[src/rtl/lsu_pkg.sv]
// Shared types and helpers for the load/store memory interface.
// Lane/byte-enable rules used by lsu_mem_if and lsu_lane_align.
package lsu_pkg;

    typedef enum logic [1:0] {
        IDLE,
        REQ,
        DONE,
        ERR
    } state_e;

    localparam logic [1:0] SZ_B = 2'b00;
    localparam logic [1:0] SZ_H = 2'b01;
    localparam logic [1:0] SZ_W = 2'b10;

    function automatic logic [3:0] byte_en(
        input logic [1:0] size,
        input logic [1:0] off
    );
        case (size)
            SZ_B:    byte_en = 4'b0001 << off;
            SZ_H:    byte_en = off[1] ? 4'b1100 : 4'b0011;
            default: byte_en = 4'b1111;
        endcase
    endfunction

endpackage

[src/rtl/lsu_lane_align.sv]
// Combinational lane steering: store byte enables / replicated data
// and load data right-shift into the low lanes.
module lsu_lane_align
    import lsu_pkg::*;
(
    input  logic [1:0]  st_size_i,
    input  logic [1:0]  st_off_i,
    input  logic [31:0] wdata_i,
    input  logic [1:0]  ld_size_i,
    input  logic [1:0]  ld_off_i,
    input  logic [31:0] rdata_i,
    output logic [3:0]  be_o,
    output logic [31:0] wdata_o,
    output logic [31:0] rdata_o
);

    always_comb begin
        be_o = byte_en(st_size_i, st_off_i);

        case (st_size_i)
            SZ_B:    wdata_o = {4{wdata_i[7:0]}};
            SZ_H:    wdata_o = {2{wdata_i[15:0]}};
            default: wdata_o = wdata_i;
        endcase

        case (ld_size_i)
            SZ_B:    rdata_o = rdata_i >> {ld_off_i, 3'b000};
            SZ_H:    rdata_o = rdata_i >> {ld_off_i[1], 4'b0000};
            default: rdata_o = rdata_i;
        endcase
    end

endmodule

[src/rtl/lsu_mem_if.sv]
// LSU req/ack bus stage with timeout; LSU_MISALIGN_TRAP_EN rejects
// misaligned half/word accesses instead of forcing them aligned.
module lsu_mem_if
    import lsu_pkg::*;
#(
    parameter int TIMEOUT_CYCLES = 16,
    parameter int CNT_W          = 5
) (
    input  logic        clk,
    input  logic        rst_n,
    input  logic        req_valid,
    input  logic        req_write,
    input  logic [2:0]  funct3,
    input  logic [31:0] addr,
    input  logic [31:0] wdata,
    output logic        busy,
    output logic        done,
    output logic [31:0] rdata_aligned,
    output logic        misalign,
    output logic        bus_err,
    output logic        bus_req,
    output logic        bus_we,
    output logic [31:0] bus_addr,
    output logic [3:0]  bus_be,
    output logic [31:0] bus_wdata,
    input  logic [31:0] bus_rdata,
    input  logic        bus_ack
);

    state_e             state_q;
    logic [CNT_W-1:0]   cnt_q;
    logic [1:0]         size_q;
    logic [1:0]         off_q;
    logic               done_q;
    logic               mis_q;
    logic               err_q;
    logic               req_q;
    logic               we_q;
    logic [31:0]        addr_q;
    logic [3:0]         be_q;
    logic [31:0]        wdata_q;
    logic [31:0]        rdata_q;

    logic [1:0]         req_size;
    logic               mis_req;
    logic [3:0]         be_d;
    logic [31:0]        wdata_d;
    logic [31:0]        rdata_d;
    logic               unused_f3;

    // funct3[2] only selects sign/zero extension downstream
    assign unused_f3 = funct3[2];
    assign req_size  = (funct3[1:0] == 2'b11) ? SZ_W : funct3[1:0];

`ifdef LSU_MISALIGN_TRAP_EN
    assign mis_req = ((req_size == SZ_H) && addr[0]) ||
                     ((req_size == SZ_W) && (addr[1:0] != 2'b00));
`else
    assign mis_req = 1'b0;
`endif

    lsu_lane_align u_align (
        .st_size_i (req_size),
        .st_off_i  (addr[1:0]),
        .wdata_i   (wdata),
        .ld_size_i (size_q),
        .ld_off_i  (off_q),
        .rdata_i   (bus_rdata),
        .be_o      (be_d),
        .wdata_o   (wdata_d),
        .rdata_o   (rdata_d)
    );

    assign busy = ((state_q == IDLE) && req_valid) || (state_q == REQ);

    always_ff @(posedge clk) begin
        if (!rst_n) begin
            state_q <= IDLE;
            cnt_q   <= '0;
            size_q  <= SZ_B;
            off_q   <= 2'b00;
            done_q  <= 1'b0;
            mis_q   <= 1'b0;
            err_q   <= 1'b0;
            req_q   <= 1'b0;
            we_q    <= 1'b0;
            addr_q  <= '0;
            be_q    <= '0;
            wdata_q <= '0;
            rdata_q <= '0;
        end else begin
            done_q <= 1'b0;
            mis_q  <= 1'b0;
            err_q  <= 1'b0;
            case (state_q)
                IDLE: begin
                    if (req_valid) begin
                        addr_q  <= {addr[31:2], 2'b00};
                        be_q    <= be_d;
                        wdata_q <= wdata_d;
                        we_q    <= req_write;
                        size_q  <= req_size;
                        off_q   <= addr[1:0];
                        cnt_q   <= '0;
                        if (mis_req) begin
                            state_q <= DONE;
                            done_q  <= 1'b1;
                            mis_q   <= 1'b1;
                        end else begin
                            state_q <= REQ;
                            req_q   <= 1'b1;
                        end
                    end
                end
                REQ: begin
                    // ack takes priority over the terminal count
                    if (bus_ack) begin
                        state_q <= DONE;
                        req_q   <= 1'b0;
                        done_q  <= 1'b1;
                        cnt_q   <= '0;
                        if (!we_q) begin
                            rdata_q <= rdata_d;
                        end
                    end else if (cnt_q == CNT_W'(TIMEOUT_CYCLES - 1)) begin
                        state_q <= ERR;
                        req_q   <= 1'b0;
                        done_q  <= 1'b1;
                        err_q   <= 1'b1;
                        cnt_q   <= '0;
                    end else begin
                        cnt_q <= cnt_q + 1'b1;
                    end
                end
                default: state_q <= IDLE;
            endcase
        end
    end

    assign done          = done_q;
    assign misalign      = mis_q;
    assign bus_err       = err_q;
    assign bus_req       = req_q;
    assign bus_we        = we_q;
    assign bus_addr      = addr_q;
    assign bus_be        = be_q;
    assign bus_wdata     = wdata_q;
    assign rdata_aligned = rdata_q;

endmodule

[config.mk]
export PLATFORM = sky130hd
export DESIGN_NAME = lsu_mem_if
export DESIGN_NICKNAME = d
export VERILOG_FILES = /design/src/rtl/lsu_pkg.sv /design/src/rtl/lsu_lane_align.sv /design/src/rtl/lsu_mem_if.sv
export SDC_FILE = /design/constraint.sdc
export NUM_CORES = 1
export LEC_CHECK = 0
export ABC_AREA = 1
export CAP_MARGIN = 20
export CORE_AREA = 2 2 106 108
export CTS_CLUSTER_SIZE = 28
export DETAILED_ROUTE_END_ITERATION = 10
export DIE_AREA = 0 0 108 110
export HOLD_SLACK_MARGIN = 0.03
export PLACE_DENSITY = 0.92
export SLEW_MARGIN = 20
export SYNTH_ARGS = -nofsm -noshare
export SYNTH_HDL_FRONTEND = slang
export SYNTH_SLANG_ARGS = --single-unit
[constraint.sdc]
create_clock -name clk -period 3.6 [get_ports clk]
set_input_delay 0.72 -clock clk [delete_from_list [all_inputs] [get_ports clk]]
set_output_delay 0.72 -clock clk [all_outputs]
set_load 0.05 [all_outputs]
; After elaboration in Yosys (flattened, before gate mapping)
; Index checks and enable logic that the tools add are counted.
[totals]
regBits = 113
in_bits = 104
output_inout_bits = 106
wordCells = 58
[classes]
n_mux = 19
n_reduce_logical = 13
n_addsub = 1
n_eq_ne = 7
bitwise_logic = 3
shift = 3
[op_table]
columns = operator, count
row1 = $pmux 32 s2, 2
row2 = $shr 32x5->32, 2
row3 = $mux 5, 3
row4 = $pmux 5 s2, 1
row5 = $mux 2, 4
row6 = $pmux 4 s2, 1
row7 = $reduce_and 2->1, 4
row8 = $eq 2x1->1 const B, 3
row9 = $logic_not 2->1, 3
row10 = $reduce_and 3->1, 2
row11 = $add 5x1->5 const B, 1
row12 = $eq 5x4->1 const B, 1
row13 = $mux 1, 5
row14 = $mux 4, 1
row15 = $pmux 2 s2, 1
row16 = $shl 1x2->4 const A, 1
row17 = $ne 3x2->1 const B, 1
row18 = $not 1->1, 3
row19 = $reduce_or 3->1, 1
row20 = $eq 2x2->1 const B, 1
row21 = $ne 2x2->1 const B, 1
row22 = $pmux 1 s2, 1
row23 = $reduce_bool 2->1, 1
row24 = $logic_and 1x1->1, 1
row25 = $logic_or 1x1->1, 1

; Logic depth before layout (Yosys ltp)
; Gate-level depths: netlist of the first run.
[depth]
ltp_word = 4
depth_mapped = 10

; Hierarchy
; Synthesis of the first run repeated with hierarchy kept, for this count alone.
[unflattened]
hier_cells = 799
hier_area_um2 = 5460.2
[modules_own_cells]
columns = module, n_inst, cells_each, area_per_inst_um2
row1 = lsu_mem_if, 1, 519, 4166.5
row2 = lsu_lane_align, 1, 280, 1293.7

; Worst setup path after synthesis of the first run
; Ideal clock, no wire load.
[synth_path]
kind = input-to-output
from = input port req_valid
to = output port busy
t_arrival_ps = 1361
path_buffers = 1
t_required_ps = 2880
cell_stages = 3
slack_ps = 1519
cell_sequence = nand2_1 buf_2 nand2_1
[synth_between]
elab_chain_cells = 2
[synth_rtl]
columns = item, line_no
row1 = from (decl), lsu_mem_if.sv:11  ; input logic req_valid,
row2 = $logic_and 1x1->1, lsu_mem_if.sv:74  ; assign busy = ((state_q == IDLE) && req_valid) || (state_q == REQ);
row3 = $logic_or 1x1->1, lsu_mem_if.sv:74
row4 = to (decl), lsu_mem_if.sv:16  ; output logic busy,
; Every way passes these cells.

; Worst setup path after layout of the first run
; Ends and elaborated chain as after synthesis.

==> results.json, run 1 <==
{
  "hold_slack_ns": 0.469,
  "tritoncts": "yes",
  "ys_ff_latch": 113,
  "ioPinCount": 210,
  "htreeDepth": 4,
  "drc": 0,
  "grt_pass1_vias": 5034,
  "first_pass_iters": 7,
  "wl_microns": 15300,
  "coreArea_sq_um": 10700,
  "slew-limit-headroom_pct": 33.1,
  "viasPerCell": 5.08,
  "r2r-start": "size_q[1]",
  "start_kind": "input port",
  "hold_buffers": 0,
  "stdcell_count": 1019,
  "gr-usage-all-layers_pct": 25.7,
  "peakVddDrop_v": 0.000479,
  "powerDensity_nw_per_um2": 570,
  "finalClockSkew_ns": 0.00856,
  "p_leak_nw": 3.15,
  "clock-root-buffer": "clkbuf_8",
  "cts.clk_slew.worst_paths_ns": 0.05,
  "insertion_delay_ns": 0.50,
  "hold_viol": 0,
  "finalPower_mw": 4.32,
  "antenna_found_initial": 0,
  "fin_setup_tns_ns": 0,
  "n_antenna_cell": 0,
  "reg2reg_depth": 9,
  "areaGrowthSynthToFinish_pct": 58.0,
  "synth.avg_cell_area_sq_um": 7.12,
  "critPathRequiredTime_ns": 2.88,
  "rr_endpoint": "rdata_aligned[7]",
  "period_share_pct": 82.2,
  "min_path_cells": 2,
  "ys_seq_area_share_pct": 47.1,
  "first_iter_violations": 393,
  "drive_above_1_share_pct": 6.37,
  "detail-route-antenna-nets": 0,
  "rrSetupSlack_ns": 1.34,
  "fp-row-count": 38,
  "criticalPathCategory": "in2out",
  "cts.sinks": 113,
  "start_util_pct": 44.9,
  "yosys_warnings": 0,
  "cp_max_fo": 5,
  "fin_nets": 971,
  "postCtsSetupRepairBufs": 0,
  "clockBufferDepth": 2,
  "min_period_ns": 2.96,
  "finalSetupViolations": 0,
  "dieArea_sq_um": 11900,
  "netlist_instances": 674,
  "critical_path_arrival_ns": 2.24,
  "synth.top_cells.by_area": "dfxtp_1, nand2_1, o21ai_0, nor2_1, a21oi_1",
  "die_w_microns": 108,
  "max_freq_ghz": 0.338,
  "synth_cell_types": 30,
  "portBuffers": 205,
  "worst_pin_slew_ns": 0.997,
  "vias": 5172,
  "grt_max_degree": 79,
  "synth_top_cell_by_area": "dfxtp_1",
  "min_to": "bus_wdata[3]",
  "grt_pass1_wl_microns": 24100,
  "syn-cell-area_sq_um": 4800,
  "grt.overflow.total": 0,
  "placedCellCount": 987,
  "outcome": "finished, final reports clean",
  "crit_path_end_kind": "primary output",
  "rsz0062_at_grt": "false",
  "dp_hpwl_microns": 10400,
  "maxCapViolations": 0,
  "drv_slew": 0,
  "cts_resized": 0,
  "cts_buffers": 17,
  "hold_class": "reg2reg",
  "gp_congestion": 0.899,
  "wl_per_cell_microns": 15.0,
  "die_h_microns": 110,
  "synth_top_area_share_pct": 47.1,
  "hold_start": "bus_wdata[3]"
}
worst max-delay path by stage:
stage                         start    to  slack (ns)
after floorplan           req_valid  busy        1.52
after global placement    req_valid  busy        0.64
after detailed placement  req_valid  busy        0.64
after CTS                 req_valid  busy        0.63
after global routing      req_valid  busy        0.58
final                     req_valid  busy        0.64
where the power goes:
group	total, mW	leakage (nW)	internal, mW	switching, mW
registers	1.41	0.930	1.35	0.0592
clock network	1.91	0.331	1.34	0.573
logic	1.01	1.89	0.359	0.647
total	4.32	3.15	3.04	1.28
critical path: stages:
cell             delay, ns
clkdlybuf4s50_1       0.47
nand2_2               0.07
nand2_1               0.15
clkdlybuf4s50_1       0.83
layer usage:
metal	GRT usage [%]	share of wire [%]	up-vias
li1	-	-	2595
met1	29.8	40	2344
met2	44.5	50	201
met3	7.11	7.4	32
met4	11.4	2.7	0
met5	0	0	-
through the flow:
step	util [%]	instance area, sq um	setup WS (ns)
floorplan	-	4810	1.52
detailed placement	64.6	6910	0.643
global placement	64.6	6910	0.638
finish	70.9	7590	0.641
global route	70.9	7590	0.583
CTS	70.9	7590	0.630
registers in the layout, indices dropped and copies added (netlist names):
register	flops
rdata_aligned	32
bus_err	1
bus_be	4
bus_addr	30
bus_we	1
bus_req	1
size_q	2
off_q	2
done	1
bus_wdata	32
state_q	2
cnt_q	5
layout by cell type, fill, tap and decap left out, types with 2 or more instances in the layout:
cell type	netlist	routed
clkinv_1	3	3
clkinv_2	0	3
nor3_1	2	2
clkdlybuf4s50_1	0	204
a21oi_2	8	8
o21ai_0	99	99
inv_1	33	33
nand3_1	25	25
a211oi_1	3	3
a31oi_1	12	12
a21oi_1	62	62
bufinv_16	0	6
nor2_1	97	97
o22ai_1	3	3
clkbuf_8	0	5
inv_2	3	3
nand2_1	158	157
conb_1	1	3
dfxtp_1	113	113
clkbuf_16	0	16
buf_4	4	7
Yosys cell counts:
cell type and n:
nand2_8 1, a211oi_1 3, o21ai_1 1, nor2_4 1
buf_2 7, buf_6 2, nand2_4 1, conb_1 1
o21ai_0 99, o22ai_1 3, clkinv_1 3, nand2_1 158
a21oi_4 1, nor3_1 2, inv_2 3, a21oi_2 8
ha_1 1, dfxtp_1 113, inv_1 33, nand4_1 1
buf_1 1, xor2_1 1, clkbuf_1 28, buf_4 4
nand3_1 25, nor2_1 97, a31oi_1 12, o21a_1 1
a21oi_1 62, o211a_1 1
logic make-up after synthesis:
| kind of cell | synth area share [%] |
|---|---|
| compound gates | 21.5 |
| fa+ha+maj | 0.261 |
| flops | 47.1 |
| simple gates | 23.8 |
| other cells | 0.0781 |
| xor+xnor | 0.182 |
| buf+inv | 7.14 |
layout make-up:
cell class | instances | area, sq um
clock buffers | 22 | 473
clock inverters | 10 | 203
fillers | 844 | 3110
inverters | 39 | 146
multi-input cells | 482 | 2210
flip-flops and latches | 113 | 2260
well taps | 140 | 175
repair buffers | 213 | 2120
No activity file was read; power rests on OpenSTA's default activity.
==> run 2, diff against run 1 <==
--- a/config.mk
+++ b/config.mk
@@ -7,12 +7,12 @@
 export LEC_CHECK = 0
 export ABC_AREA = 1
 export CAP_MARGIN = 20
-export CORE_AREA = 2 2 106 108
+export CORE_AREA = 2 2 116 118
 export CTS_CLUSTER_SIZE = 28
 export DETAILED_ROUTE_END_ITERATION = 10
-export DIE_AREA = 0 0 108 110
+export DIE_AREA = 0 0 118 120
 export HOLD_SLACK_MARGIN = 0.03
-export PLACE_DENSITY = 0.92
+export PLACE_DENSITY = 0.82
 export SLEW_MARGIN = 20
 export SYNTH_ARGS = -nofsm -noshare
 export SYNTH_HDL_FRONTEND = slang
==> constraint.sdc (replaced) <==
create_clock -name clk -period 2.6 [get_ports clk]
set_input_delay 0.52 -clock clk [delete_from_list [all_inputs] [get_ports clk]]
set_output_delay 0.52 -clock clk [all_outputs]
set_load 0.05 [all_outputs]
==> run 2 against run 1 <==
Net effect: worst setup slack got worse by 0.23 ns; flip-flop and latch count did not move; clock-buffer cell count rose by 2; largest power group unchanged; hold slack got worse by 0.0097 ns.
==> results.json, run 2 (synthesis gave the netlist of run 1 again) <==
{
  "tritoncts": "yes",
  "maxCapViolations": 0,
  "reg2reg_depth": 7,
  "cts.sinks": 113,
  "powerDensity_nw_per_um2": 737,
  "clock-root-buffer": "clkbuf_16",
  "final_cell_mix": "clkdlybuf4s50_1, nand2_1, dfxtp_1, o21ai_0, nor2_1",
  "p_int_mw": 3.88,
  "critical_path_arrival_ns": 1.67,
  "gr-usage-all-layers_pct": 21.3,
  "slew-limit-headroom_pct": 53.2,
  "hold_viol": 0,
  "detail-route-antenna-nets": 0,
  "antenna_found_initial": 0,
  "endpoint": "bus_we",
  "finalSetupViolations": 0,
  "cts_buffers": 17,
  "drc": 0,
  "coreArea_sq_um": 13000,
  "grt_max_degree": 79,
  "crit_cells": 1,
  "wl_microns": 15100,
  "crit_path_max_incr_delay_ns": 0.88,
  "areaGrowthSynthToFinish_pct": 58.3,
  "swShare_pct": 30.8,
  "drv_slew": 0,
  "timing.final.ws_setup_ns": 0.410,
  "finalClockSkew_ns": 0.00603,
  "die_h_microns": 120,
  "n_antenna_cell": 0,
  "p_sw_mw": 1.72,
  "cts.clk_slew.worst_paths_ns": 0.05,
  "cts_resized": 0,
  "max_freq_ghz": 0.457,
  "wl_per_cell_microns": 14.3,
  "p_leak_nw": 3.14,
  "dieArea_sq_um": 14200,
  "power_frac_comb_pct": 25.2,
  "r2r-start": "off_q[0]",
  "cpMaxStageDelayCell": "clkdlybuf4s50_1",
  "hold_class": "reg2reg",
  "placed_cell_area_sq_um": 7000,
  "gp_congestion": 0.871,
  "min_period_ns": 2.19,
  "rr_endpoint": "rdata_aligned[4]",
  "ioPinCount": 210,
  "dp_hpwl_microns": 10600,
  "worst_pin_slew_ns": 0.703,
  "preCtsSetupSlack_ns": 0.358,
  "start_kind": "register",
  "first_pass_iters": 5,
  "fin_setup_tns_ns": 0,
  "startpoint": "bus_we",
  "start_util_pct": 37.0,
  "hold_slack_ns": 0.460,
  "grt.overflow.total": 0,
  "postLayoutCellArea_sq_um": 7600,
  "post-route-util_pct": 58.6,
  "grt_pass1_wl_microns": 24100,
  "clkPwrFrac_pct": 40.0,
  "stdcell_count": 1057,
  "crit_path_end_kind": "primary output",
  "fp-row-count": 42,
  "path_delay_family": "buffers and inverters",
  "rrSetupSlack_ns": 0.77,
  "insertion_delay_ns": 0.41,
  "clockBufferDepth": 2,
  "critPathRequiredTime_ns": 2.08,
  "fin_nets": 975,
  "critPathBufInv": 1,
  "first_iter_violations": 315,
  "die_w_microns": 118,
  "hold_buffers": 0,
  "placedCellCount": 1026,
  "layout_commonest_cell": "clkdlybuf4s50_1",
  "htreeDepth": 4,
  "vias": 5206,
  "postCtsSetupRepairBufs": 0,
  "finalPower_mw": 5.60,
  "peakVddDrop_v": 0.000394,
  "outcome": "finished, final reports clean",
  "viasPerCell": 4.93,
  "criticalPathCategory": "reg2out",
  "portBuffers": 205,
  "seq_power_share_pct": 34.8,
  "drive_above_1_share_pct": 6.58,
  "grt_pass1_vias": 4833,
  "period_share_pct": 84.2,
  "path_cells": "clkdlybuf4s50_1",
  "cp_max_fo": 3,
  "rsz0062_at_grt": "false"
}
-- run 2: worst min-delay path by stage --
stage	cells after the start	slack, ns	from	to
3_3_place_gp	2	0.44	cnt_q[4]	cnt_q[4]
2_1_floorplan	2	0.43	cnt_q[4]	cnt_q[4]
3_5_place_dp	2	0.45	cnt_q[4]	cnt_q[4]
4_1_cts	2	0.46	cnt_q[4]	cnt_q[4]
5_1_grt	2	0.50	bus_wdata[6]	bus_wdata[6]
6_report	2	0.46	cnt_q[4]	cnt_q[4]
-- run 2: layout make-up --
cell class                      instances  area, sq um
Fill cell                            1191         5380
Sequential cell                       113         2260
Multi-Input combinational cell        482         2210
Timing Repair Buffer                  217         2190
Clock buffer                           24          492
Tap cell                              176          220
Inverter                               39          146
Clock inverter                          6         80.1
-- run 2: layer usage --
metal | GRT usage [%] | share of wire, % | vias up
met3 | 5.09 | 5.9 | 36
met4 | 11.1 | 3.1 | 0
li1 | - | - | 2601
met1 | 25.6 | 43 | 2378
met2 | 35.3 | 48 | 191
met5 | 0 | 0 | -
-- run 2: power groups by stage --
stage / clock [mW] / combinational, mW / sequential [mW]
5_1_grt: 2.37 / 1.51 / 1.96
2_1_floorplan: 0 / 0.436 / 2.41
3_3_place_gp: 0 / 1.39 / 1.98
4_1_cts: 2.29 / 1.41 / 1.95
6_report: 2.24 / 1.41 / 1.95
3_5_place_dp: 0 / 1.41 / 1.98
==> run 3, diff against run 2 <==
--- a/config.mk
+++ b/config.mk
@@ -7,12 +7,12 @@
 export LEC_CHECK = 0
 export ABC_AREA = 1
 export CAP_MARGIN = 20
-export CORE_AREA = 2 2 116 118
+export CORE_AREA = 2 2 110 112
 export CTS_CLUSTER_SIZE = 28
 export DETAILED_ROUTE_END_ITERATION = 10
-export DIE_AREA = 0 0 118 120
+export DIE_AREA = 0 0 112 114
 export HOLD_SLACK_MARGIN = 0.03
-export PLACE_DENSITY = 0.82
+export PLACE_DENSITY = 0.86
 export SLEW_MARGIN = 20
 export SYNTH_ARGS = -nofsm -noshare
 export SYNTH_HDL_FRONTEND = slang
==> constraint.sdc (replaced) <==
create_clock -name clk -period 2.1 [get_ports clk]
set_input_delay 0.42 -clock clk [delete_from_list [all_inputs] [get_ports clk]]
set_output_delay 0.42 -clock clk [all_outputs]
set_load 0.05 [all_outputs]
==> run 3 against run 2 <==
Net effect: utilization up 6.5 points; cell count down 1.8%; first-iteration DRC count up 16%; critical path depth unchanged; flip-flop and latch count unchanged; routed wire length down 0.68%; via count up 0.58%; clock power up 28%; non-clock buffer count up 7; clock-buffer cell count down 2; sequential share of layout area down 0.054 points; register-to-register slack worse by 0.48 ns; largest cell class unchanged; highest routed layer unchanged.
==> results.json, run 3 (synthesis gave the netlist of run 1 again) <==
{
  "critPathRequiredTime_ns": 1.68,
  "dieArea_sq_um": 12800,
  "clockBufferDepth": 2,
  "drv_slew": 0,
  "cts_resized": 0,
  "detail-route-antenna-nets": 0,
  "finalSetupViolations": 0,
  "outcome": "finished, final reports clean",
  "period_share_pct": 95.5,
  "ioPinCount": 210,
  "start_kind": "register",
  "placedCellCount": 1005,
  "antenna_found_initial": 1,
  "max_freq_ghz": 0.498,
  "grt_max_degree": 79,
  "hold_viol": 0,
  "dp_hpwl_microns": 10300,
  "die_h_microns": 114,
  "final.fill_count": 982,
  "cts_buffers": 17,
  "criticalPathCategory": "reg2out",
  "fin_nets": 982,
  "worst_pin_slew_ns": 0.699,
  "gp_congestion": 0.899,
  "final_cell_mix": "clkdlybuf4s50_1, nand2_1, dfxtp_1, o21ai_0, nor2_1",
  "min_period_ns": 2.01,
  "areaGrowthSynthToFinish_pct": 58.5,
  "fin_setup_tns_ns": 0,
  "use_met1_pct": 29.0,
  "insertion_delay_ns": 0.41,
  "peakVddDrop_v": 0.000601,
  "tritoncts": "yes",
  "finalPower_mw": 7.03,
  "portBuffers": 205,
  "finalClockSkew_ns": 0.00705,
  "clock-root-buffer": "clkbuf_16",
  "crit_path_max_incr_delay_ns": 0.85,
  "timing.final.ws_setup_ns": 0.0936,
  "powerDensity_nw_per_um2": 923,
  "critical_path_arrival_ns": 1.59,
  "cts.sinks": 113,
  "start_util_pct": 41.0,
  "first_iter_violations": 365,
  "hold_buffers": 0,
  "rsz0062_at_grt": "false",
  "fp-row-count": 40,
  "grt_pass1_wl_microns": 24100,
  "critPathBufInv": 1,
  "grt_use_met3_pct": 6.27,
  "drc": 0,
  "viasPerCell": 5.04,
  "path_delay_family": "buffers and inverters",
  "vias": 5236,
  "coreArea_sq_um": 11700,
  "cp_max_fo": 2,
  "grt.overflow.total": 0,
  "stdcell_count": 1038,
  "preCtsSetupSlack_ns": 0.177,
  "postCtsSetupRepairBufs": 0,
  "gr-usage-all-layers_pct": 23.5,
  "wl_per_cell_microns": 14.4,
  "maxCapViolations": 0,
  "die_w_microns": 112,
  "grt_pass1_vias": 4893,
  "cts.clk_slew.worst_paths_ns": 0.05,
  "slew-limit-headroom_pct": 53.4,
  "first_pass_iters": 5,
  "p_leak_nw": 3.16,
  "hold_class": "reg2reg",
  "grtUsageMet2_pct": 38.1,
  "path_cells": "clkdlybuf4s50_1",
  "wl_microns": 15000,
  "cpMaxStageDelayCell": "clkdlybuf4s50_1",
  "htreeDepth": 4,
  "layout_commonest_cell": "clkdlybuf4s50_1",
  "busiest_layer": "met2",
  "crit_path_end_kind": "primary output",
  "drive_above_1_share_pct": 7.53
}
[run 3: cell types whose count changed in the layout (fill, tap and decap cells not counted)]
| cell | change |
|---|---|
| clkbuf_8 | -3 |
| buf_4 | +9 |
| clkdlybuf4s50_1 | -1 |
| buf_16 | -1 |
| clkinv_2 | -1 |
| clkbuf_1 | +1 |
| clkinvlp_4 | +4 |
| diode_2 | +1 |
| bufinv_16 | +1 |
[run 3: final cells by class]
| cell class | count | area [sq um] | share of cell area, % |
|---|---|---|---|
| inverters | 39 | 146 | 1.92 |
| well taps | 147 | 184 | 2.42 |
| repair buffers | 224 | 2220 | 29.2 |
| multi-input cells | 482 | 2210 | 29.0 |
| diodes | 1 | 2.50 | 0.0329 |
| clock buffers | 22 | 454 | 5.97 |
| flip-flops and latches | 113 | 2260 | 29.7 |
| clock inverters | 10 | 135 | 1.77 |
[run 3: power breakdown]
part           total [mW]  internal [mW]  switching (mW)
Sequential           2.40           2.32          0.0862
Combinational        1.77          0.643            1.13
Clock                2.86           1.89           0.973
[run 3: worst paths after layout]
path            startpoint  slack, ns  cells after the start                to
max          bus_wdata[10]       0.09                      1     bus_wdata[10]
min reg2reg       cnt_q[4]       0.46                      2          cnt_q[4]
min               cnt_q[4]       0.46                      2          cnt_q[4]
max reg2reg      size_q[1]       0.29                      9  rdata_aligned[6]
[run 3: per-layer routing]
metal  part of all wire, %  up-vias
met5                     0        -
met4                   3.4        0
met3                   7.3       38
met2                    49      216
met1                    41     2357
li1                      -     2625
[run 3: stage by stage]
| stage | area (sq um) | hold slack [ns] | util, % |
|---|---|---|---|
| after floorplan | 4810 | 0.428 | - |
| after global placement | 7020 | 0.440 | 60.0 |
| after detailed placement | 7020 | 0.447 | 60.0 |
| after CTS | 7610 | 0.460 | 65.0 |
| after global routing | 7610 | 0.483 | 65.0 |
| final | 7610 | 0.458 | 65.0 |
[run 3: tightest hold or removal path, cell delays in order (launching register included)]
cell and delay [ns]:
dfxtp_1 0.30, o21ai_0 0.07, nor2_1 0.04
